==> src/rtl/aoi21_bist_pkg.sv <==
// Shared definitions for the AOI21 built-in self-test: FSM states, the golden
// truth table and the settle counter width.
package aoi21_bist_pkg;

  typedef enum logic [1:0] {
    ST_IDLE   = 2'd0,
    ST_SETTLE = 2'd1,
    ST_SAMPLE = 2'd2,
    ST_DONE   = 2'd3
  } state_e;

  // Bit idx holds ~((A&B)|C) for {A,B,C} = idx.
  localparam logic [7:0] EXP_TABLE = 8'h15;

  localparam int unsigned CNT_W   = 4;
  localparam logic [3:0]  ERR_MAX = 4'd8;

endpackage

==> src/rtl/aoi21_ref_model.sv <==
// Combinational golden model of the AOI21 cell: expected Y for a pattern index.
module aoi21_ref_model
  import aoi21_bist_pkg::*;
(
  input  logic [2:0] i_idx,
  output logic       o_y_exp
);

  assign o_y_exp = EXP_TABLE[i_idx];

endmodule

==> src/rtl/aoi21_bist.sv <==
// Exhaustive 8-pattern self-test of an AOI21 cell: drives A/B/C, lets the cell
// settle, samples Y_IN and records per-pattern mismatches.
module aoi21_bist
  import aoi21_bist_pkg::*;
#(
  parameter int unsigned SETTLE_CYC = 2
) (
  input  logic       CLK,
  input  logic       R,
  input  logic       START,
  input  logic       ABORT,
  input  logic       Y_IN,
  output logic       A_OUT,
  output logic       B_OUT,
  output logic       C_OUT,
  output logic       BUSY,
  output logic       DONE,
  output logic       PASS,
  output logic [3:0] ERR_CNT,
  output logic [7:0] FAIL_VEC
);

  localparam logic [CNT_W-1:0] SETTLE_LAST = CNT_W'(SETTLE_CYC - 1);

  state_e           r_state,    w_state_nxt;
  logic [2:0]       r_idx,      w_idx_nxt;
  logic [CNT_W-1:0] r_cnt,      w_cnt_nxt;
  logic [3:0]       r_err_cnt,  w_err_nxt;
  logic [7:0]       r_fail_vec, w_fail_nxt;
  logic             r_busy,     w_busy_nxt;
  logic             r_done,     w_done_nxt;
  logic             r_pass,     w_pass_nxt;
  logic             w_y_exp;

  aoi21_ref_model u_ref (
    .i_idx   (r_idx),
    .o_y_exp (w_y_exp)
  );

  // NOTE: every signal is given a default before the case so no path leaves it
  // unassigned; otherwise synthesis would infer a latch to hold the old value.
  always_comb begin
    w_state_nxt = r_state;
    w_idx_nxt   = r_idx;
    w_cnt_nxt   = r_cnt;
    w_err_nxt   = r_err_cnt;
    w_fail_nxt  = r_fail_vec;

    if (ABORT) begin
      w_state_nxt = ST_IDLE;
      w_idx_nxt   = '0;
      w_cnt_nxt   = '0;
      w_err_nxt   = '0;
      w_fail_nxt  = '0;
    end else begin
      case (r_state)
        ST_IDLE, ST_DONE: begin
          if (START) begin
            w_state_nxt = ST_SETTLE;
            w_idx_nxt   = '0;
            w_cnt_nxt   = '0;
            w_err_nxt   = '0;
            w_fail_nxt  = '0;
          end
        end
        ST_SETTLE: begin
          w_cnt_nxt = r_cnt + 1'b1;
          if (r_cnt == SETTLE_LAST) w_state_nxt = ST_SAMPLE;
        end
        ST_SAMPLE: begin
          if (Y_IN != w_y_exp) begin
            if (r_err_cnt != ERR_MAX) w_err_nxt = r_err_cnt + 1'b1;
            w_fail_nxt = r_fail_vec | (8'd1 << r_idx);
          end
          w_cnt_nxt = '0;
          if (r_idx == 3'd7) begin
            w_state_nxt = ST_DONE;
          end else begin
            w_idx_nxt   = r_idx + 1'b1;
            w_state_nxt = ST_SETTLE;
          end
        end
        default: w_state_nxt = ST_IDLE;
      endcase
    end

    // Status flags are computed from the next state so they can be registered
    // and still line up with the state they describe.
    w_busy_nxt = (w_state_nxt == ST_SETTLE) || (w_state_nxt == ST_SAMPLE);
    w_done_nxt = (w_state_nxt == ST_DONE);
    w_pass_nxt = w_done_nxt && (w_err_nxt == '0);
  end

  // NOTE: state is updated with non-blocking assignments so every flop samples
  // pre-edge values, independent of statement order.
  always_ff @(posedge CLK or negedge R) begin
    if (!R) begin
      r_state    <= ST_IDLE;
      r_idx      <= '0;
      r_cnt      <= '0;
      r_err_cnt  <= '0;
      r_fail_vec <= '0;
      r_busy     <= 1'b0;
      r_done     <= 1'b0;
      r_pass     <= 1'b0;
    end else begin
      r_state    <= w_state_nxt;
      r_idx      <= w_idx_nxt;
      r_cnt      <= w_cnt_nxt;
      r_err_cnt  <= w_err_nxt;
      r_fail_vec <= w_fail_nxt;
      r_busy     <= w_busy_nxt;
      r_done     <= w_done_nxt;
      r_pass     <= w_pass_nxt;
    end
  end

  assign {A_OUT, B_OUT, C_OUT} = r_idx;
  assign BUSY     = r_busy;
  assign DONE     = r_done;
  assign PASS     = r_pass;
  assign ERR_CNT  = r_err_cnt;
  assign FAIL_VEC = r_fail_vec;

endmodule

==> config.mk <==
export PLATFORM = sky130hd
export DESIGN_NAME = aoi21_bist
export DESIGN_NICKNAME = d
export VERILOG_FILES = /design/src/rtl/aoi21_bist_pkg.sv /design/src/rtl/aoi21_ref_model.sv /design/src/rtl/aoi21_bist.sv
export SDC_FILE = /design/constraint.sdc
export NUM_CORES = 1
export LEC_CHECK = 0
export CORE_ASPECT_RATIO = 1.75
export CORE_UTILIZATION = 55
export DETAILED_ROUTE_END_ITERATION = 10
export GPL_TIMING_DRIVEN = 0
export PLACE_DENSITY = 0.82
export SYNTH_ARGS = -nofsm -noshare
export SYNTH_HDL_FRONTEND = slang
export SYNTH_SLANG_ARGS = --single-unit
==> constraint.sdc <==
create_clock -name CLK -period 5.46 [get_ports CLK]
set_input_delay 0.819 -clock CLK [delete_from_list [all_inputs] [get_ports CLK]]
set_output_delay 0.819 -clock CLK [all_outputs]
set_load 0.01 [all_outputs]
Word level (Yosys, flattened, before mapping)
Memories as Yosys holds them, arrays and structs flattened. Index checks and enable logic that the tools add are counted.

Muxes and demuxes: 22. Bitwise logic cells: 1. Shifts and indexed selects: 1. Reductions and logical operators: 8. $lt $le $gt $ge: 1. $add $sub $neg: 3. Equal/unequal tests: 13.

Operator list (number): $mux W4 (6); $mux W8 (3); $pmux W8 S2 (1); $pmux W4 S3 (1); $mux W3 (3); $ne A3 B3 Y1 const B (3); $add A4 B1 Y4 const B (2); $eq A2 B2 Y1 const B (4); $mux W2 (4); $or A8 B8 Y8 (1); $pmux W4 S2 (1); $shl A1 B3 Y8 const A (1); $pmux W2 S3 (1); $pmux W3 S2 (1); $reduce_and A3 Y1 (2); $eq A2 B1 Y1 const B (2); $eq A4 B1 Y1 const B (1); $logic_not A4 Y1 (1); $lt A3 B4 Y1 const B (1); $ne A4 B4 Y1 const B (1); $add A3 B1 Y3 const B (1); $eq A3 B3 Y1 const B (1); $reduce_bool A3 Y1 (1); $logic_not A2 Y1 (1); other kinds (5) (5).

Logic and storage cells: 58. Memories kept: 1. Bits of input ports: 5. Register bits: 24. Output and inout bits: 18. Memory bits (read-only): 8.

Memory list: (no name shown) (depth 8, width 1, read ports 1, clocked after memory_dff 0, write ports 0, line aoi21_ref_model.sv:9) `assign o_y_exp = EXP_TABLE[i_idx];`.

Depth between registers and ports, before layout
Depth after elaboration: 8. Gate-level depth with buffers: 10. Gate-level depth less buffers: 9.

Modules after synthesis
A second synthesis with hierarchy kept.

Cell total of the unflattened synthesis: 150. Area, all modules: 1387.6 um^2.

By module, submodules not included: aoi21_bist (area an instance 1378.8 um^2, sequential area each 600.6 um^2, instances 1, cells an instance 149); aoi21_ref_model (area an instance 8.8 um^2, sequential area each 0.0 um^2, instances 1, cells an instance 1).

Least setup slack after synthesis
Ideal clock, no wire load.

Path kind: register to register. Start point: register r_idx[0]. End point: register r_pass (netlist: PASS). Setup time: 137 ps. Stages on the path, launching flop included: 9. Required time: 5323 ps. Path slack: 3325 ps. Buffers on the path: 1. Arrival: 1998 ps. Period minus slack after synthesis: 2135 ps. Path through: dfrtp_1 > inv_1 > ha_1 > nand2b_2 > and3_4 > buf_6 > or4_4 > a31oi_4 > nor4_1.

Cells in the longest elaborated chain, start to end: 8. Elaborated cells on any way between the ends: 13. Those cells by class: 3 x eq/ne; 7 x mux; 2 x reduce/logical; 1 x memory.

RTL lines: from (decl) (line aoi21_bist.sv:26) `logic [2:0] r_idx, w_idx_nxt;`; from (signal assigned) (line aoi21_bist.sv:108) `r_idx <= w_idx_nxt;`; $mem_v2 Z8 W1; $mux W1 (not written as such) (line aoi21_ref_model.sv:9); $ne A1 B1 Y1 (line aoi21_bist.sv:71) `if (Y_IN != w_y_exp) begin`; $mux W4 (line aoi21_bist.sv:71); $pmux W4 S2 (line aoi21_bist.sv:56) `case (r_state)`; $mux W4 (line aoi21_bist.sv:49) `if (ABORT) begin`; via w_err_nxt[1] (line aoi21_bist.sv:28) `logic [3:0] r_err_cnt, w_err_nxt;`; $logic_not A4 Y1 (line aoi21_bist.sv:91) `w_pass_nxt = w_done_nxt && (w_err_nxt == '0);`; $logic_and A1 B1 Y1 (line aoi21_bist.sv:91); via w_pass_nxt (line aoi21_bist.sv:32) `logic r_pass, w_pass_nxt;`; to (signal assigned) (line aoi21_bist.sv:114) `r_pass <= w_pass_nxt;`; to (decl) (line aoi21_bist.sv:32).

The timed path passes the listed nets, and every way through them passes these cells. The select of a mux whose other input is x is not followed. A chain may end at the register's enable or synchronous reset.

Final worst setup path
Start point: input port START. End point: register r_idx[2].

Cells in the longest elaborated chain, start to end: 2.

RTL lines: from (decl) (line aoi21_bist.sv:10) `input logic START,`; $ne A3 B3 Y1 (no line); $reduce_and A3 Y1 (no line).

No other way between the ends.

==> metrics.txt <==
Syn Nets 162; dominant cell type by area after synthesis dfrtp_1; Post-Route WL between 3 and 4 mm; leak pwr 0.000707 uW; DIE HEIGHT just under 70 um; Unique masters post-synth 41; CP top delay family buffers and inverters; Die Footprint about 2700 um^2; first-pass GRT wire length 5.35 mm; Core Area 2330 um^2; hold depth 2; Initial Util 0.598; Area Growth Syn to Fin 22.0%; Wirelength per Cell approximately 16 um; R2R cell count 7; I/O Buffers 22; crit path buf inv count 3; FF+latch count, synth 24; grt ovf 0; Max Root-Sink Buffers 2; post-route cell area 1700 um^2; DRT Pass-1 Iters 4; share of layout cells above drive strength 1 0.0941; 1st-iter DRT viols 33; row count 23; Setup-failing EPs final 0; Final min period ~2300 ps; Slew headroom 0.281; total number of vias 1,200; commonest non-fill, non-tap cell in the layout dfrtp_1; cts repair resizes 0; max-slew violation count 0; worst skew pair latency approximately 270 ps; clock transition at the registers of the reported paths 80 ps; f_max 430 MHz; All-Layer GR Usage 0.286; Worst path depth 7; Layout Cells excl Fill 195; root buffer cell clkbuf_8; Most Frequent Cell on Critical Path clkbuf_1; DRC Markers 0; placed insts approximately 190; DP Wirelength 2.43 mm; Total Nets Final 189; Pwr Density 216 nW/um^2; critical-path cell list clkdlybuf4s50_1 -> nor2b_1 -> clkbuf_1 -> o21bai_1 -> clkbuf_1 -> nand2_1 -> o21ai_0; final setup TNS 0 ps; Post-DRT Antenna Nets 0; Hold Crit Class reg2reg; largest net degree at the start of global routing 25; Mapped Area ~1400 um^2; status completed; Avg Vias per Cell 6.15; Synth Warn # 0; initial antenna violation count 0; register area share after synthesis 0.430; Worst R2R Setup Slack 3150 ps; Placed Area 1650 um^2; Max FO, Critical Path 10; clk sinks 24; antenna diode count 0; Critical Path Slowest Stage Cell clkdlybuf4s50_1; GP Congestion 0.764; period utilization 0.426; area fraction of the dominant cell type after synthesis 0.430; clock skew 3.09 ps; vias in the first global route around 1,300; final hold vios 0; Setup Crit Path Kind in2reg; Mapped Cells 144; Post-CTS Setup Inserts 0; CTS Buf Count 3; chip width between 40 and 50 um; Peak VDD IR between 0.00015 and 0.0002 V; CP Launch Type primary input; most frequent cells in the layout dfrtp_1, clkdlybuf4s50_1, nor2_1; TritonCTS clock tree yes; synth top area cells dfrtp_1, ha_1, nor2_1, a41oi_1, inv_1; Worst Path Arrival 2510 ps; power after layout roughly 370 uW; I/O pins 23; Worst EP required 5650 ps; max_cap viols 0; RSZ-0062 raised after global routing false; Hold WS 511 ps; Hold-fix buffers, CTS 0; crit-path max cell delay 500 ps; Max H-tree Level 1; Mapped Avg Cell Area between 9 and 10 um^2; Worst Tran Pin Value 1080 ps; Worst setup EP type register
-- where the power goes --
group / switching, uW / leakage [uW] / internal (uW)
clock: 55.4 / 0.0000288 / 64.4
sequential: 3.67 / 0.000332 / 182
combinational: 39.4 / 0.000346 / 22.7
total: 98.4 / 0.000707 / 270
-- metrics by stage --
step,utilization,setup slack [ps]
3_3_place_gp,0.706,2960
4_1_cts,0.730,3150
5_1_grt,0.730,2980
2_1_floorplan,-,3320
3_5_place_dp,0.706,2880
6_report,0.730,3130
-- state kept, by name (all words and copies together) (netlist names) --
name      flops
ERR_CNT       4
r_idx         3
PASS          1
DONE          1
r_cnt         4
BUSY          1
FAIL_VEC      8
r_state       2
-- cells in the mapped netlist --
| library cell | number |
|---|---|
| a211oi_2 | 1 |
| a221oi_1 | 1 |
| or3_1 | 2 |
| o21bai_1 | 2 |
| nor2_1 | 16 |
| nor4_1 | 4 |
| a31oi_1 | 2 |
| o41a_1 | 1 |
| o31a_2 | 1 |
| nand3_1 | 4 |
| nand2b_4 | 1 |
| inv_1 | 11 |
| or4_4 | 1 |
| nor3_1 | 1 |
| dfrtp_1 | 24 |
| a21oi_2 | 1 |
| o211ai_1 | 1 |
| nand2b_2 | 1 |
| or4_1 | 1 |
| and2_1 | 1 |
| a41oi_1 | 6 |
| nor2_2 | 1 |
| nor2b_1 | 2 |
| nand4_1 | 1 |
| ha_1 | 13 |
| buf_6 | 1 |
| o21ai_0 | 7 |
| o31ai_1 | 1 |
| o22ai_1 | 1 |
| buf_1 | 1 |
| nor3b_1 | 3 |
| nand2_1 | 11 |
| o32ai_1 | 1 |
| buf_2 | 2 |
| a21oi_1 | 7 |
| a32o_1 | 1 |
| nand2b_1 | 3 |
| a31oi_4 | 1 |
| clkbuf_1 | 2 |
| and3_4 | 1 |
| and3_1 | 1 |
-- kinds of logic (layout without fill, tap and decap cells) --
group	after synthesis	count (layout)	share of synthesized area
compound gates	35	35	0.188
fa+ha+maj	13	13	0.117
buf+inv	17	43	0.0529
flops	24	24	0.430
simple gates	55	55	0.212
-- tightest hold or removal path, delay by kind of cell, from the launching register on --
family / cells / cell delay, ps
flip-flops: 1 / 350
AO/OA/AOI/OAI: 1 / 50
AND/OR/NAND/NOR: 1 / 80
-- area by class of cell --
cell class                 instances  area, um^2
timing repair buffer              22         220
tap                               25        31.3
fill                             184         629
multi-input combinational        103         721
inverter                          11        41.3
clock buffer                       4        55.1
buffer                             6        32.5
sequential                        24         601
-- layer usage --
metal  global-route usage  part of all wire  up-vias
met4                0.172             0.034        0
li1                     -                 -      569
met2                0.520              0.56       30
met3               0.0256             0.028        8
met5                    0                 0        -
met1                0.292              0.37      593
-- final timing paths --
check	start	end
worst max-delay path	START	r_idx[2]$_DFFE_PN0P_
worst min-delay path	FAIL_VEC[3]$_DFFE_PN0P_	FAIL_VEC[3]$_DFFE_PN0P_
worst max register to register	r_idx[0]$_DFFE_PN0P_	PASS$_DFF_PN0_
worst min register to register	FAIL_VEC[3]$_DFFE_PN0P_	FAIL_VEC[3]$_DFFE_PN0P_
max in group asynchronous	R	ERR_CNT[0]$_DFF_PN0_
min in group asynchronous	R	r_cnt[0]$_DFFE_PN0P_
Power figures use the tool's default switching activity.
